--- src/rtl/char_scroller.sv ---
// Scrolling character display engine: loads a short message in IDLE, then walks
// every glyph column of every character through an external ROM in RUN.
module char_scroller #(
  parameter int MSG_LEN = 8,
  parameter int COL_DIV = 4
) (
  input  logic       clk,
  input  logic       reset,
  input  logic [5:0] char_in,
  input  logic       char_valid,
  output logic       char_ready,
  input  logic       start,
  input  logic       stop,
  input  logic       clr,
  output logic [5:0] rom_face,
  output logic [2:0] rom_index,
  input  logic [7:0] rom_col,
  output logic [7:0] col_out,
  output logic       col_strobe,
  output logic       col_first,
  output logic       busy
);

  localparam int PW = $clog2(MSG_LEN);
  localparam int CW = PW + 1;
  localparam int DW = (COL_DIV > 1) ? $clog2(COL_DIV) : 1;
  localparam logic [CW-1:0] FULL   = CW'(MSG_LEN);
  localparam logic [DW-1:0] D_LAST = DW'(COL_DIV - 1);

  typedef enum logic {IDLE, RUN} state_t;

  state_t        state;
  logic [5:0]    msg_buf [MSG_LEN];
  logic [CW-1:0] count;
  logic [PW-1:0] p;
  logic [PW-1:0] p_next;
  logic [DW-1:0] d;
  logic          wr;
  logic          start_ok;
  logic          capture;
  logic [5:0]    entry_face;

  assign char_ready = (state == IDLE) && (count < FULL) && !reset;
  assign wr         = char_valid && char_ready && !clr;
  // A write landing in the start cycle counts towards a non-empty message.
  assign start_ok   = (state == IDLE) && start && !clr && ((count != '0) || wr);
  assign capture    = (state == RUN) && !stop && (d == D_LAST);
  assign entry_face = (count == '0) ? char_in : msg_buf[0];

  always_comb begin
    p_next = p;
    if (rom_index == 3'd7) begin
      if ({1'b0, p} == (count - CW'(1)))
        p_next = '0;
      else
        p_next = p + PW'(1);
    end
  end

  // Buffer has no reset; only entries below count are ever read.
  always_ff @(posedge clk) begin
    if (wr)
      msg_buf[count[PW-1:0]] <= char_in;
  end

  always_ff @(posedge clk) begin
    if (reset) begin
      state      <= IDLE;
      count      <= '0;
      p          <= '0;
      d          <= '0;
      rom_face   <= '0;
      rom_index  <= '0;
      col_out    <= '0;
      col_strobe <= 1'b0;
      col_first  <= 1'b0;
      busy       <= 1'b0;
    end else begin
      case (state)
        IDLE: begin
          col_strobe <= 1'b0;
          col_first  <= 1'b0;
          if (clr)
            count <= '0;
          else if (wr)
            count <= count + CW'(1);
          if (start_ok) begin
            state     <= RUN;
            busy      <= 1'b1;
            p         <= '0;
            d         <= '0;
            rom_face  <= entry_face;
            rom_index <= '0;
          end
        end
        RUN: begin
          if (stop) begin
            state      <= IDLE;
            busy       <= 1'b0;
            p          <= '0;
            d          <= '0;
            rom_face   <= '0;
            rom_index  <= '0;
            col_strobe <= 1'b0;
            col_first  <= 1'b0;
          end else begin
            d          <= (d == D_LAST) ? '0 : d + DW'(1);
            col_strobe <= capture;
            // ROM address advances on the same edge that captures its column.
            if (capture) begin
              col_out   <= rom_col;
              col_first <= (p == '0) && (rom_index == 3'd0);
              rom_index <= rom_index + 3'd1;
              p         <= p_next;
              rom_face  <= msg_buf[p_next];
            end else begin
              col_first <= 1'b0;
            end
          end
        end
        default: state <= IDLE;
      endcase
    end
  end

endmodule

--- config.mk ---
export PLATFORM = sky130hd
export DESIGN_NAME = char_scroller
export DESIGN_NICKNAME = d
export VERILOG_FILES = /design/src/rtl/char_scroller.sv
export SDC_FILE = /design/constraint.sdc
export NUM_CORES = 1
export LEC_CHECK = 0
export BUFFER_PORTS_ARGS = -buffer_cell sky130_fd_sc_hd__buf_2
export CAP_MARGIN = 20
export CORE_ASPECT_RATIO = 0.8
export CORE_UTILIZATION = 45
export CTS_CLUSTER_DIAMETER = 120
export DETAILED_ROUTE_END_ITERATION = 8
export MAX_ROUTING_LAYER = met4
export PLACE_DENSITY = 0.73
export RECOVER_POWER = 100
export SYNTH_ARGS = -nofsm -noshare
export SYNTH_HDL_FRONTEND = slang
export SYNTH_SLANG_ARGS = --single-unit
--- constraint.sdc ---
create_clock -name clk -period 4.3 [get_ports clk]
set_input_delay 0.86 -clock clk [delete_from_list [all_inputs] [get_ports clk]]
set_output_delay 0.86 -clock clk [all_outputs]
set_load 0.05 [all_outputs]
Word level (Yosys, flattened, before mapping) --
Memories as Yosys holds them, arrays and structs flattened. Cells that the tools add are included.
Word-level totals: flip-flop bits (word level) 30, word-level logic and storage cells 81, bits in read-only memories 0, memories kept 1, RAM bits 48, bits in latches 0
Operators by class: mux-type cells 33, multipliers 0, add/subtract/negate cells 5, magnitude comparators 1, bitwise operators 2, shifts and indexed selects 0, divide/modulo/power cells 0, reductions and logical operators 23, equality and inequality tests 6
Memory list:
- msg_buf | words 8, bits a word 6, rd ports 2, clocked after Yosys merged registers in 0, write ports 1, line 33 | logic [5:0] msg_buf [MSG_LEN];
Operators with widths (count):
- 6-bit two-way mux | 4
- 3-bit two-way mux | 7
- 3-bit one-hot mux with 2 select lines | 2
- 6-bit one-hot mux with 2 select lines | 1
- 1-bit logical AND | 10
- 1-bit two-way mux | 9
- 4-bit two-way mux | 2
- 1-bit one-hot mux with 2 select lines | 4
- 3-bit by 1-bit adder with 3-bit output (second input constant) | 2
- 3-bit logical NOT | 2
- 2-bit two-way mux | 3
- 2-bit AND reduction | 3
- 4-bit by 1-bit adder with 4-bit output (second input constant) | 1
- 3-bit by 4-bit == test with 1-bit output | 1
- 4-bit logical NOT | 1
- 4-bit < comparator (second input constant) | 1
- 2-bit inequality test (second input constant) | 2
- 2-bit one-hot mux with 2 select lines | 1
- 4-bit nonzero test | 1
- 4-bit by 1-bit subtractor with 4-bit output (second input constant) | 1
- 3-bit == test (second input constant) | 1
- 1-bit logical NOT | 3
- 3-bit by 2-bit inequality test with 1-bit output (second input constant) | 1
- 3-bit AND reduction | 1
- other kinds (5) | 6

Longest topological paths before layout --
depth after elaboration 9, mapped depth 10, depth with buffers taken out 7

Worst setup path before layout --
No wires, ideal clock.
path kind input-to-output, start in reset, end out char_ready, stages 3, data required time 3440 ps, arrival time 2256 ps, path slack 1184 ps, buffers on the path 2, path through buf_2 clkbuf_1 nor3_1
Between the ends: word-level cells in the longest chain between the ends 2
RTL lines:
- start: declaration | line 8 | input logic reset,
- 1-bit logical NOT | line 43 | assign char_ready = (state == IDLE) && (count < FULL) && !reset;
- 1-bit logical AND | line 43
- end: declaration | line 11 | output logic char_ready,
No other way between the ends.

Final worst setup path --
Same ends and word-level chain as after synthesis.

==> results_dict.tcl <==
set metrics [dict create \
    status "complete, no violations" \
    finalSetupViolCount 0 \
    ys_warn_count 0 \
    whs_path_depth 2 \
    tns_ps 0 \
    dieArea_mm2 0.00937 \
    powerDensity_mw_per_mm2 315 \
    hpwl_um 6550 \
    setup.worst_path.end_class "output pin" \
    placed_cell_area_mm2 0.00424 \
    synth-edff-count 48 \
    final_nets 423 \
    cp-start-kind "primary input" \
    r2r_slack_ps 1810 \
    clkSinkCount 78 \
    via_count 3000 \
    htreeDepth 3 \
    yosysSeqAreaShare 0.505 \
    final_area_mm2 0.00438 \
    cts_root_buf "clkbuf_8" \
    power_leakage_nw 1.45 \
    instances_no_fill 511 \
    synth_nets 393 \
    cts_tree "done" \
    diodes 0 \
    cts_made_buffers 9 \
    drc 0 \
    yosys.area.top_type "edfxtp_1" \
    drtIter0Drc 200 \
    yosysTopAreaCellShare 0.357 \
    fillCellCount 758 \
    hold_viol 0 \
    synth_cell_types 47 \
    dpl.cell_count 495 \
    ctsHoldBuffers 0 \
    min_period_ps 2920 \
    p_clk_frac 0.357 \
    die_h_um 86.8 \
    wl_um 9170 \
    grt_usage 0.218 \
    min_path_type "reg2reg" \
    path_class "in2out" \
    fp-row-count 30 \
    area_growth_pct 8.29 \
    synth_cells 364 \
    clockBufferDepth 2 \
    async_flop_share 0 \
    layout_worst_path_cycle_share 0.680 \
    synth_most_common_cell "edfxtp_1" \
    maxCapViolCount 0 \
    clkSlewWorstSetupHoldPaths_ps 80 \
    place_congestion 0.943 \
    seq_power_share 0.585 \
    ys_seq_elements 78 \
    synthFlopType "edfxtp_1" \
    wl_per_cell_um 17.9 \
    viasPerCell 5.87 \
    internal-power_w 0.00104 \
    io_buffers 40 \
    crit_required_ps 3440 \
    syn_area_mm2 0.00404 \
    switching_share 0.249 \
    synth_area_per_cell_um2 11.1 \
    worst-r2r-cell-count 7 \
    crit_fanout 26 \
    die_width_um 108 \
    grt_pass1_wl_um 14600 \
    ant_nets 0 \
    firstDrtPassIters 5 \
    cts_resized 0 \
    synth_area_leaders "edfxtp_1 (36%), dfxtp_1 (15%), mux2i_1 (7.4%)" \
    io_pins 41 \
    skew_ps 10.0 \
    clk_latency_ps 350 \
    vdd_ir_drop_max_mv 0.176 \
    comb_power_share 0.059 \
    max_freq_mhz 342 \
    p_sw_w 0.000343 \
    drive_gt1_frac 0.125 \
    antenna_found_initial 0 \
    maxSlewHeadroom 0.281 \
    critPathArrivalTime_ps 2060 \
    grt_overflow 0 \
    grt_setup_unrepaired "no" \
    synth_commonest_cells "edfxtp_1 (48), a21oi_1 (40), nand2_1 (37)" \
    worst_pin_slew_ps 1080 \
    core_mm2 0.00860 \
    post_cts.repair.setup_buffers 0 \
    drv_slew 0 \
    grt_max_degree 32 \
    grt_pass1_vias 2786 \
    initial_utilization 0.470 \
]
## state kept, by name (all words and copies together) (netlist names), 2 cells and up
signal / count
rom_face: 6
msg_buf: 48
count: 4
col_out: 8
d: 2
p: 3
rom_index: 3
## power groups by stage
stage | registers (W) | clock network [W] | logic [W]
after floorplan | 0.000833 | 0 | 0.0000421
after global placement | 0.000824 | 0 | 0.0000807
after detailed placement | 0.000824 | 0 | 0.0000824
after CTS | 0.000807 | 0.000501 | 0.0000827
after global routing | 0.000808 | 0.000527 | 0.0000876
final | 0.000807 | 0.000492 | 0.0000809
## kinds of logic after synthesis
group	Yosys count	synth area share
compound gates	97	0.167
xor+xnor	5	0.0145
fa+ha+maj	9	0.0279
buf+inv	31	0.0480
flops	78	0.505
mux	37	0.110
simple gates	107	0.127
## critical path, cell delays in order
cell	delay [ps]
clkbuf_1	780
nor3_1	80
clkbuf_1	340
## through the flow
step / util / hold WS [ps] / power, W / worst slack, ps
floorplan: - / 534 / 0.000875 / 1180
global placement: 0.493 / 440 / 0.000905 / 1410
detailed placement: 0.493 / 447 / 0.000906 / 1330
CTS: 0.513 / 460 / 0.00139 / 1710
global route: 0.509 / 481 / 0.00142 / 1190
finish: 0.509 / 460 / 0.00138 / 1380
## path summary, 6_finish.rpt
check,endpoint,start
hold / removal,col_out[5]$_SDFFE_PP0P_,col_out[5]$_SDFFE_PP0P_
setup / recovery,char_ready,reset
setup reg to reg,rom_face[3]$_SDFFE_PP0P_,p[0]$_SDFFE_PP0P_
hold reg to reg,col_out[5]$_SDFFE_PP0P_,col_out[5]$_SDFFE_PP0P_
## final cells by class
class	count	area [um^2]	area share
Clock buffer	10	128	0.0292
Clock inverter	6	47.5	0.0109
Inverter	7	26.3	0.00600
Multi-Input combinational cell	255	1810	0.413
Sequential cell	78	2040	0.466
Tap cell	112	140	0.0320
Timing Repair Buffer	43	188	0.0429
## metal layers
metal  GRT usage  wire, um  vias to the layer above  part of all wire
met1       0.297      4180                     1465              0.46
met3      0.0511       589                       16             0.064
met2       0.323      4260                      100              0.46
met4      0.0635       145                        0             0.016
li1            -         -                     1419                 -
met5           -         0                        -                 0
## cell usage in the layout (no fill, tap or decap), types with 2 or more instances in the layout
master / instances
clkbuf_8: 9
nor3b_1: 3
inv_1: 7
nand2b_1: 6
mux2i_1: 30
buf_2: 12
nor3_1: 8
a221oi_1: 4
o21ai_0: 15
mux4_2: 6
o21a_1: 3
o221ai_1: 6
a221oi_2: 2
edfxtp_1: 48
and2_1: 2
nor2_1: 33
o211ai_1: 7
buf_4: 3
clkinv_4: 3
clkbuf_1: 29
dfxtp_1: 30
xor2_1: 4
nand2_1: 37
ha_1: 9
a21oi_1: 40
a22oi_1: 9
o32ai_2: 6
nor2b_1: 7
and2_0: 2
No activity file was read; power rests on OpenSTA's default activity.
